File: src/rtl/mdu_seq_if.sv
// Request/response bus of the sequential multiply/divide unit.
// The slave modport is the unit; the master modport is the requester/consumer.
interface mdu_seq_if #(parameter int XLEN = 32);
  logic            req_valid;
  logic            req_ready;
  logic [2:0]      op;
  logic [XLEN-1:0] rs1;
  logic [XLEN-1:0] rs2;
  logic            resp_valid;
  logic            resp_ready;
  logic [XLEN-1:0] result;
  logic            busy;

  modport slave (
    input  req_valid, op, rs1, rs2, resp_ready,
    output req_ready, resp_valid, result, busy
  );

  modport master (
    output req_valid, op, rs1, rs2, resp_ready,
    input  req_ready, resp_valid, result, busy
  );
endinterface

File: src/rtl/mdu_seq.sv
// Iterative RV32 M-extension unit: shift-add multiply / restoring divide on
// operand magnitudes, sign fix-up in a single cycle, ready/valid handshakes.
module mdu_seq #(
  parameter int XLEN = 32
) (
  input  logic      clk,
  input  logic      rst_n,
  mdu_seq_if.slave  bus
);

  localparam logic [2:0] OP_MUL    = 3'b000;
  localparam logic [2:0] OP_MULH   = 3'b001;
  localparam logic [2:0] OP_MULHSU = 3'b010;
  localparam logic [2:0] OP_DIV    = 3'b100;
  localparam logic [2:0] OP_REM    = 3'b110;

  localparam logic [XLEN-1:0] INT_MIN = {1'b1, {(XLEN-1){1'b0}}};
  localparam logic [5:0]      LAST    = 6'(XLEN);

  typedef enum logic [1:0] {IDLE, CALC, FIX, DONE} state_e;

  state_e            state_q, state_d;
  logic [5:0]        cnt_q, cnt_d;
  logic [2:0]        op_q, op_d;
  logic              neg_q, neg_d;
  logic [XLEN-1:0]   a_q, a_d;
  logic [XLEN-1:0]   b_q, b_d;
  logic [2*XLEN-1:0] prod_q, prod_d;
  logic [XLEN-1:0]   quot_q, quot_d;
  logic [XLEN-1:0]   rem_q, rem_d;
  logic [XLEN-1:0]   result_q, result_d;

  // Operand sign decode and magnitude conversion at accept time
  logic            s1, s2, neg1, neg2, neg_in, div_zero, div_ovf;
  logic [XLEN-1:0] mag1, mag2;

  assign s1     = (bus.op == OP_MULH) || (bus.op == OP_MULHSU) ||
                  (bus.op == OP_DIV)  || (bus.op == OP_REM);
  assign s2     = (bus.op == OP_MULH) || (bus.op == OP_DIV) || (bus.op == OP_REM);
  assign neg1   = s1 & bus.rs1[XLEN-1];
  assign neg2   = s2 & bus.rs2[XLEN-1];
  assign mag1   = neg1 ? -bus.rs1 : bus.rs1;
  assign mag2   = neg2 ? -bus.rs2 : bus.rs2;
  assign neg_in = (bus.op == OP_REM) ? neg1 : (neg1 ^ neg2);

  assign div_zero = bus.op[2] && (bus.rs2 == '0);
  assign div_ovf  = bus.op[2] && !bus.op[0] && (bus.rs1 == INT_MIN) && (bus.rs2 == '1);

  // Datapath step values
  logic [XLEN:0]     mul_sum, div_shift;
  logic              div_ge;
  logic [XLEN-1:0]   div_sub;
  logic [2*XLEN-1:0] prod_fix;
  logic [XLEN-1:0]   quot_fix, rem_fix;

  assign mul_sum   = {1'b0, prod_q[2*XLEN-1:XLEN]} + (prod_q[0] ? {1'b0, a_q} : '0);
  assign div_shift = {rem_q, quot_q[XLEN-1]};
  assign div_ge    = div_shift >= {1'b0, b_q};
  assign div_sub   = div_shift[XLEN-1:0] - b_q;
  assign prod_fix  = neg_q ? -prod_q : prod_q;
  assign quot_fix  = neg_q ? -quot_q : quot_q;
  assign rem_fix   = neg_q ? -rem_q  : rem_q;

  always_comb begin
    state_d  = state_q;
    cnt_d    = cnt_q;
    op_d     = op_q;
    neg_d    = neg_q;
    a_d      = a_q;
    b_d      = b_q;
    prod_d   = prod_q;
    quot_d   = quot_q;
    rem_d    = rem_q;
    result_d = result_q;
    case (state_q)
      IDLE: if (bus.req_valid) begin
        op_d   = bus.op;
        neg_d  = neg_in;
        a_d    = mag1;
        b_d    = mag2;
        cnt_d  = '0;
        prod_d = {{XLEN{1'b0}}, mag2};
        quot_d = mag1;
        rem_d  = '0;
        if (div_zero) begin
          result_d = bus.op[1] ? bus.rs1 : '1;
          state_d  = DONE;
        end else if (div_ovf) begin
          result_d = bus.op[1] ? '0 : INT_MIN;
          state_d  = DONE;
        end else begin
          state_d  = CALC;
        end
      end
      // 32 working iterations, then one idle count step hands over to FIX
      CALC: if (cnt_q == LAST) begin
        state_d = FIX;
      end else begin
        cnt_d = cnt_q + 6'd1;
        if (op_q[2]) begin
          quot_d = {quot_q[XLEN-2:0], div_ge};
          rem_d  = div_ge ? div_sub : div_shift[XLEN-1:0];
        end else begin
          prod_d = {mul_sum, prod_q[XLEN-1:1]};
        end
      end
      FIX: begin
        case (op_q)
          OP_MUL:                  result_d = prod_fix[XLEN-1:0];
          3'b001, 3'b010, 3'b011:  result_d = prod_fix[2*XLEN-1:XLEN];
          3'b100, 3'b101:          result_d = quot_fix;
          default:                 result_d = rem_fix;
        endcase
        state_d = DONE;
      end
      DONE: if (bus.resp_ready) state_d = IDLE;
      default: state_d = IDLE;
    endcase
  end

  always_ff @(posedge clk or negedge rst_n) begin
    if (!rst_n) begin
      state_q  <= IDLE;
      cnt_q    <= '0;
      op_q     <= '0;
      neg_q    <= 1'b0;
      a_q      <= '0;
      b_q      <= '0;
      prod_q   <= '0;
      quot_q   <= '0;
      rem_q    <= '0;
      result_q <= '0;
    end else begin
      state_q  <= state_d;
      cnt_q    <= cnt_d;
      op_q     <= op_d;
      neg_q    <= neg_d;
      a_q      <= a_d;
      b_q      <= b_d;
      prod_q   <= prod_d;
      quot_q   <= quot_d;
      rem_q    <= rem_d;
      result_q <= result_d;
    end
  end

  assign bus.req_ready  = (state_q == IDLE);
  assign bus.busy       = (state_q != IDLE);
  assign bus.resp_valid = (state_q == DONE);
  assign bus.result     = (state_q == DONE) ? result_q : '0;

endmodule

File: src/flat_wrapper.sv
// flat-port wrapper written by rule: the top's interface ports become plain ports
module mdu_seq_flat 
#(
  parameter int XLEN = 32
)
  (clk, rst_n, bus_req_valid, bus_op, bus_rs1, bus_rs2, bus_resp_ready, bus_req_ready, bus_resp_valid, bus_result, bus_busy);
  mdu_seq_if #(.XLEN(XLEN)) bus_i ();
  input  logic clk;
  input  logic rst_n;
  input wire logic [$bits(bus_i.req_valid)-1:0] bus_req_valid;
  input wire logic [$bits(bus_i.op)-1:0] bus_op;
  input wire logic [$bits(bus_i.rs1)-1:0] bus_rs1;
  input wire logic [$bits(bus_i.rs2)-1:0] bus_rs2;
  input wire logic [$bits(bus_i.resp_ready)-1:0] bus_resp_ready;
  output wire logic [$bits(bus_i.req_ready)-1:0] bus_req_ready;
  output wire logic [$bits(bus_i.resp_valid)-1:0] bus_resp_valid;
  output wire logic [$bits(bus_i.result)-1:0] bus_result;
  output wire logic [$bits(bus_i.busy)-1:0] bus_busy;
  assign bus_i.req_valid = bus_req_valid;
  assign bus_i.op = bus_op;
  assign bus_i.rs1 = bus_rs1;
  assign bus_i.rs2 = bus_rs2;
  assign bus_i.resp_ready = bus_resp_ready;
  assign bus_req_ready = bus_i.req_ready;
  assign bus_resp_valid = bus_i.resp_valid;
  assign bus_result = bus_i.result;
  assign bus_busy = bus_i.busy;
  mdu_seq #(.XLEN(XLEN)) u_core (.clk(clk), .rst_n(rst_n), .bus(bus_i));
endmodule
File: config.mk
export PLATFORM = sky130hd
export DESIGN_NAME = mdu_seq_flat
export DESIGN_NICKNAME = d
export VERILOG_FILES = /design/src/rtl/mdu_seq_if.sv /design/src/rtl/mdu_seq.sv /design/src/flat_wrapper.sv
export SDC_FILE = /design/constraint.sdc
export NUM_CORES = 1
export LEC_CHECK = 0
export CORE_ASPECT_RATIO = 0.9
export CORE_MARGIN = 5
export CORE_UTILIZATION = 40
export DETAILED_ROUTE_END_ITERATION = 8
export GPL_TIMING_DRIVEN = 0
export PLACE_DENSITY = 0.63
export SKIP_LAST_GASP = 1
export SLEW_MARGIN = 10
export SYNTH_ARGS = -nofsm -noshare
export SYNTH_HDL_FRONTEND = slang
export SYNTH_SLANG_ARGS = --single-unit
File: constraint.sdc
create_clock -name clk -period 4 [get_ports clk]
set_input_delay 0.8 -clock clk [delete_from_list [all_inputs] [get_ports clk]]
set_output_delay 0.8 -clock clk [all_outputs]
set_load 0.02 [all_outputs]
# [Word level (Yosys, flattened, before mapping)]
# Index checks and enable logic that the tools add are counted.
[word_totals] word_cells=105 register_bits=236 input_bits=71 out_inout_bits=35
[op_classes] n_eq_ne=22 n_lt_le_gt_ge=1 n_mux=37 bitwise_logic=3 addsub=8 n_reduce_logical=24
[op_table] op="32-bit 2-to-1 mux" n=18
[op_table] op="64-bit 2-to-1 mux" n=4
[op_table] op="32-bit case mux with 2 select lines" n=3
[op_table] op="32-bit negator" n=4
[op_table] op="64-bit case mux with 2 select lines" n=1
[op_table] op="32-bit case mux with 3 select lines" n=1
[op_table] op="32-bit == test, second input constant" n=2
[op_table] op="64-bit negator" n=1
[op_table] op="32-bit by 33-bit adder with 33-bit output" n=1
[op_table] op="33-bit by 32-bit greater-or-equal comparator with 1-bit output" n=1
[op_table] op="32-bit logical NOT" n=1
[op_table] op="32-bit subtractor" n=1
[op_table] op="3-bit == test, second input constant" n=4
[op_table] op="6-bit 2-to-1 mux" n=2
[op_table] op="6-bit case mux with 2 select lines" n=1
[op_table] op="2-bit 2-to-1 mux" n=5
[op_table] op="3-bit by 2-bit == test with 1-bit output, second input constant" n=3
[op_table] op="3-bit AND reduction" n=3
[op_table] op="2-bit != test, second input constant" n=4
[op_table] op="2-bit case mux with 4 select lines" n=1
[op_table] op="4-bit AND reduction" n=2
[op_table] op="6-bit by 1-bit adder with 6-bit output, second input constant" n=1
[op_table] op="3-bit by 1-bit == test with 1-bit output, second input constant" n=2
[op_table] op="6-bit == test, second input constant" n=1
[op_table] op="other kinds (16)" n=28

# [Longest topological paths before layout]
[depth] depth_word=8 mapped_depth=15 ltp_nobuf=13

# [Worst setup path after synthesis]
# Ideal clock, no wire load.
[synth_timing] path_kind="flip-flop to flip-flop" startpoint="reg u_core.prod_q[0]" endpoint="reg u_core.prod_q[61]" arrival_ns=3.160 setup_time_ns=0.121 period_less_slack_ns=3.281 setup_slack_ns=0.719 t_required_ns=3.879 n_path_buf=2 path_stages_with_launch=14 path_cell_list="dfrtp_1 clkbuf_1 clkbuf_1 and2_1 ha_1 a211oi_1 o21ai_0 a2111oi_0 a2111o_1 o211ai_1 a221o_1 o31ai_1 xnor2_1 a22o_1"
[synth_between] elab_chain_cells=5
[synth_lines] element="start: declaration" line_no="mdu_seq.sv:28" rtl="logic [2*XLEN-1:0] prod_q, prod_d;"
[synth_lines] element="start signal: assignment" line_no="mdu_seq.sv:140" rtl="prod_q <= prod_d;"
[synth_lines] element="32-bit 2-to-1 mux" line_no="mdu_seq.sv:56" rtl="assign mul_sum = {1'b0, prod_q[2*XLEN-1:XLEN]} + (prod_q[0] ? {1'b0, a_q} : '0);"
[synth_lines] element="32-bit by 33-bit adder with 33-bit output" line_no="mdu_seq.sv:56"
[synth_lines] element="64-bit 2-to-1 mux" line_no="mdu_seq.sv:100" rtl="if (op_q[2]) begin"
[synth_lines] element="64-bit 2-to-1 mux" line_no="mdu_seq.sv:96" rtl="CALC: if (cnt_q == LAST) begin"
[synth_lines] element="64-bit case mux with 2 select lines" line_no="mdu_seq.sv:75" rtl="case (state_q)"
# Every way passes these cells. The select of a mux whose other input is x is not followed.
# A chain may end at the register's enable or synchronous reset.

# [Final worst setup path]
[layout_timing] startpoint="reg u_core.prod_q[0]" endpoint="reg u_core.result_q[29]"
[layout_between] elab_chain_cells=4
[layout_lines] element="64-bit negator" line_no="mdu_seq.sv:60" rtl="assign prod_fix = neg_q ? -prod_q : prod_q;"
[layout_lines] element="64-bit 2-to-1 mux" line_no="mdu_seq.sv:60"
[layout_lines] element="32-bit case mux with 3 select lines" line_no="mdu_seq.sv:108" rtl="case (op_q)"
[layout_lines] element="32-bit case mux with 2 select lines" line_no="mdu_seq.sv:75"
[layout_lines] element="end signal: assignment" line_no="mdu_seq.sv:143" rtl="result_q <= result_d;"
[layout_lines] element="end: declaration" line_no="mdu_seq.sv:31" rtl="logic [XLEN-1:0] result_q, result_d;"
# Every way passes these cells.

==> run_results.csv <==
group,metric,value,unit
status,outcome,"completed",
synthesis,ys_top_cells_by_count,"300 x sky130_fd_sc_hd__nand2_1, 286 x sky130_fd_sc_hd__o21ai_0, 236 x sky130_fd_sc_hd__dfrtp_1",
clock_tree,cts_hold_buf,0,
placement,pre_cts_slack,-0.8829,ns
clock_tree,clock_tree_from_tritoncts,"yes",
synthesis,area_of_the_mapped_netlist,18940,µm²
global_route,grt_pass1_vias,18360,
setup_path,worst_ep_arrival_time,4.38,ns
sta,fin_tns_setup,0,ns
setup_path,critical_path_required,4.45,ns
hold_path,timing.hold.worst.class,"in -> async",
global_route,grt_first_pass_wirelength,119500,µm
global_route,initial_antenna_violation_count,3,
synthesis,dominantRegCellSynth,"sky130_fd_sc_hd__dfrtp_1",
clock_tree,insertion_delay,0.57,ns
power,comb_power_share,59.4,%
power,p_clk_share,14.9,%
setup_path,path_delay_family,"simple AND/OR/NAND/NOR gates",
setup_path,critPathLaunchType,"register",
finish,area_growth_from_synthesis_to_final_layout,15.52,%
synthesis,netlist.area_leader.share,31.19,%
setup_path,cp_cell_sequence,"buf_4 > or4_1 > nor4_1 > nand3b_1 > or4b_1 > o31ai_1 > xor2_1 > o22ai_1 > nor2_1 > o31ai_1",
finish,post_layout_nonfiller_instances,3174,
job,drv_cap,0,
setup_path,critical_path_buf_inv_count,1,
clock_tree,h-tree-depth,1,
synthesis,synth.distinct_cells,87,
sta,fmax,254.0,MHz
synthesis,syn_nets,2547,
drt,detailroute.via_count,19830,
power,vdd_ir_drop_max,375.0,µV
sta,final_min_period_over_clock_period,98.42,%
floorplanning,start_util,40.52,%
drt,drt-pass1-iter-count,9,
setup_path,critical_path_max_stage_delay,0.65,ns
power,power.density_cell_area,785.4,nW/µm²
placement,estimated_wirelength_of_the_detail_placed_design,64560,µm
setup_path,worst-setup-path-type,"reg -> reg",
placement,numPlacedInstances,3121,
sta,layout_min_cycle_time,3.937,ns
drt,drt_wl_total,81440,µm
global_route,groute.usage.overall,30.08,%
power,power.static_leakage,9.267,nW
clock_tree,clock_path_buffers,3,
global_route,grt_start_max_net_pins,100,
drt,drc_markers,0,
power,internal-power,7.956,mW
sta,timing.max_slew.rel_slack,17.18,%
finish,fraction_of_layout_instances_using_a_drive_strength_above_1,5.241,%
synthesis,postSynth.asyncResetShare,100.0,%
sta,final-max-slew-violation-count,0,
setup_path,worstPathMaxFanout,8,
synthesis,synth.largest_area_cell,"sky130_fd_sc_hd__dfrtp_1",
drt,avgRoutedWirePerCell,25.66,µm
setup_path,cp.depth,10,
power,flop_pwr_share,25.8,%
floorplanning,core.rowCount,75,
placement,place.port_buffers,104,
sta,rsz0062_at_grt,"no",
synthesis,synth-seq-area-share,31.19,%
synthesis,count_of_warnings_emitted_by_yosys,0,
finish,layout.nets,2687,
setup_path,critical_path.endpoint_type,"register",
sta,worst-slew-pin-transition,1.233,ns
finish,layout.filler_cells,4618,
synthesis,synthCells,2398,
clock_tree,clk_pin_slew_worst_paths,0.06,ns
floorplanning,chip_width,239.3,µm
floorplanning,dieHeight,216.4,µm
setup_path,reg2reg_depth,10,
floorplanning,core_area,46730,µm²
synthesis,synthTopCellsByArea,"sky130_fd_sc_hd__dfrtp_1 31%, sky130_fd_sc_hd__o21ai_0 7.6%, sky130_fd_sc_hd__nand2_1 5.9%",
synthesis,synth-edff-count,0,
sta,hold_viol_final,0,
power,netSwitchingFraction,53.69,%
clock_tree,clock-sinks,236,
floorplanning,design.die.area,51800,µm²
setup_path,slowest_stage,"sky130_fd_sc_hd__or4b_1",
synthesis,ys_ff_latch,236,
drt,detail_route.iter0.violations,2534,
synthesis,syn-mean-instance-area,7.896,µm²
synthesis,synth.most_common_cell,"sky130_fd_sc_hd__nand2_1",
sta,clock_skew,0.01632,ns
sta,setup_viol,0,
floorplanning,num_io_pins,106,
setup_path,critical-path-top-cell-by-count,"sky130_fd_sc_hd__o31ai_1",
drt,drtAntennaViolNets,0,
sta,finalWorstSetupSlack,0.06324,ns
power,switchingPower,9.225,mW
clock_tree,cts-root-buf,"sky130_fd_sc_hd__clkbuf_16",
placement,place_congestion,1.027,
clock_tree,tritoncts_buffer_count,29,
drt,avgViaCountPerCell,6.247,
global_route,grt.overflow.total,0,
[through the flow]
stage                     power (mW)  utilization, %  hold slack, ns  instance area [µm²]
after floorplan                10.24               -          0.4409                18940
after detailed placement       14.07           44.55          0.4656                20820
after global routing           18.05           46.80          0.1471                21870
final                          17.18           46.81          0.1333                21870
after CTS                      16.68           46.58          0.1270                21770
after global placement         13.93           44.40          0.4605                20750
[sequential cells by signal, summed over array words and instances (netlist names)]
name	count
u_core.cnt_q	6
u_core.op_q	3
u_core.b_q	32
u_core.neg_q	1
u_core.prod_q	64
u_core.quot_q	32
u_core.rem_q	32
u_core.a_q	32
u_core.state_q	2
u_core.result_q	32
[placed cells by master (no fill, tap or decap), types with 8 or more instances in the layout]
master and count:
sky130_fd_sc_hd__a211oi_1 18, sky130_fd_sc_hd__a21o_1 28, sky130_fd_sc_hd__a21oi_1 178, sky130_fd_sc_hd__a221oi_1 8, sky130_fd_sc_hd__a22o_1 34, sky130_fd_sc_hd__a31oi_1 18
sky130_fd_sc_hd__and2_1 71, sky130_fd_sc_hd__and3_1 13, sky130_fd_sc_hd__buf_1 13, sky130_fd_sc_hd__clkbuf_1 114, sky130_fd_sc_hd__clkbuf_16 29, sky130_fd_sc_hd__clkbuf_2 8
sky130_fd_sc_hd__clkdlybuf4s50_1 103, sky130_fd_sc_hd__clkinv_2 9, sky130_fd_sc_hd__dfrtp_1 235, sky130_fd_sc_hd__ha_1 76, sky130_fd_sc_hd__inv_1 84, sky130_fd_sc_hd__mux2_2 9
sky130_fd_sc_hd__mux2i_1 30, sky130_fd_sc_hd__nand2_1 300, sky130_fd_sc_hd__nand2b_1 28, sky130_fd_sc_hd__nand3_1 31, sky130_fd_sc_hd__nand4_1 23, sky130_fd_sc_hd__nor2_1 182
sky130_fd_sc_hd__nor2b_1 17, sky130_fd_sc_hd__nor3_1 49, sky130_fd_sc_hd__nor4_1 23, sky130_fd_sc_hd__o211ai_1 11, sky130_fd_sc_hd__o21a_1 13, sky130_fd_sc_hd__o21ai_0 285
sky130_fd_sc_hd__o221ai_1 15, sky130_fd_sc_hd__o22ai_1 13, sky130_fd_sc_hd__o31ai_1 40, sky130_fd_sc_hd__o41ai_1 19, sky130_fd_sc_hd__or2_2 13, sky130_fd_sc_hd__or3_1 30
sky130_fd_sc_hd__or4_1 23, sky130_fd_sc_hd__xnor2_1 95, sky130_fd_sc_hd__xor2_1 125
[area by class of cell]
class	count	area [µm²]	share of cell area [%]
tap	616	770.7	3.523
inverter	85	319.1	1.459
sequential	236	5907	27.00
buffer	133	516.7	2.362
clock buffer	39	803.3	3.672
timing repair buffer	110	1131	5.171
antenna	1	2.502	0.01144
clock inverter	11	82.58	0.3775
multi-input combinational	1943	12340	56.42
[path summary, 6_finish.rpt]
path	end	start	slack, ns
worst max-delay path	u_core.result_q[29]$_DFFE_PN0P_	u_core.prod_q[0]$_DFFE_PN0P_	0.06
worst min-delay path	u_core.b_q[14]$_DFFE_PN0P_	rst_n	0.13
worst max register to register	u_core.result_q[29]$_DFFE_PN0P_	u_core.prod_q[0]$_DFFE_PN0P_	0.06
worst min register to register	u_core.result_q[28]$_DFFE_PN0P_	u_core.result_q[28]$_DFFE_PN0P_	0.47
max in group asynchronous	u_core.a_q[22]$_DFFE_PN0P_	rst_n	2.99
min in group clk	u_core.result_q[28]$_DFFE_PN0P_	u_core.result_q[28]$_DFFE_PN0P_	0.47
[power groups by stage]
stage / clock network (mW) / registers, mW / logic (mW)
after floorplan: 0 / 3.93 / 6.31
after global routing: 2.66 / 4.52 / 10.9
final: 2.56 / 4.43 / 10.2
after global placement: 0 / 4.37 / 9.57
after CTS: 2.57 / 4.38 / 9.73
after detailed placement: 0 / 4.39 / 9.68
[routing by layer]
layer	global-route usage, %	up-vias	share of wire, %
met1	47.00	9703	46
met4	8.083	0	3.3
li1	-	8870	-
met5	0	-	0
met2	42.40	1106	40
met3	5.377	148	10
[what timing repair did]
action / 4_1_cts / 5_1_grt
endpoints found under the setup margin: 69 / 83
buffers inserted: 2 / 1
pin swaps: 0 / 1
gates resized for setup: 12 / 31
[worst reg2reg max path, stage by stage (launching register included)]
cell and delay [ns]:
sky130_fd_sc_hd__dfrtp_2 0.49, sky130_fd_sc_hd__buf_4 0.20, sky130_fd_sc_hd__or4_1 0.56, sky130_fd_sc_hd__nor4_1 0.42
sky130_fd_sc_hd__nand3b_1 0.29, sky130_fd_sc_hd__or4b_1 0.65, sky130_fd_sc_hd__o31ai_1 0.27, sky130_fd_sc_hd__xor2_1 0.42
sky130_fd_sc_hd__o22ai_1 0.18, sky130_fd_sc_hd__nor2_1 0.23, sky130_fd_sc_hd__o31ai_1 0.11
[cells by family after synthesis]
family / after synthesis / share of synthesized area (%)
compound gates: 762 / 25.15
simple gates: 843 / 21.65
buf+inv: 219 / 4.361
xor+xnor: 220 / 10.18
fa+ha+maj: 78 / 5.233
flops: 236 / 31.19
mux: 40 / 2.240
Power figures use the tool's default switching activity.
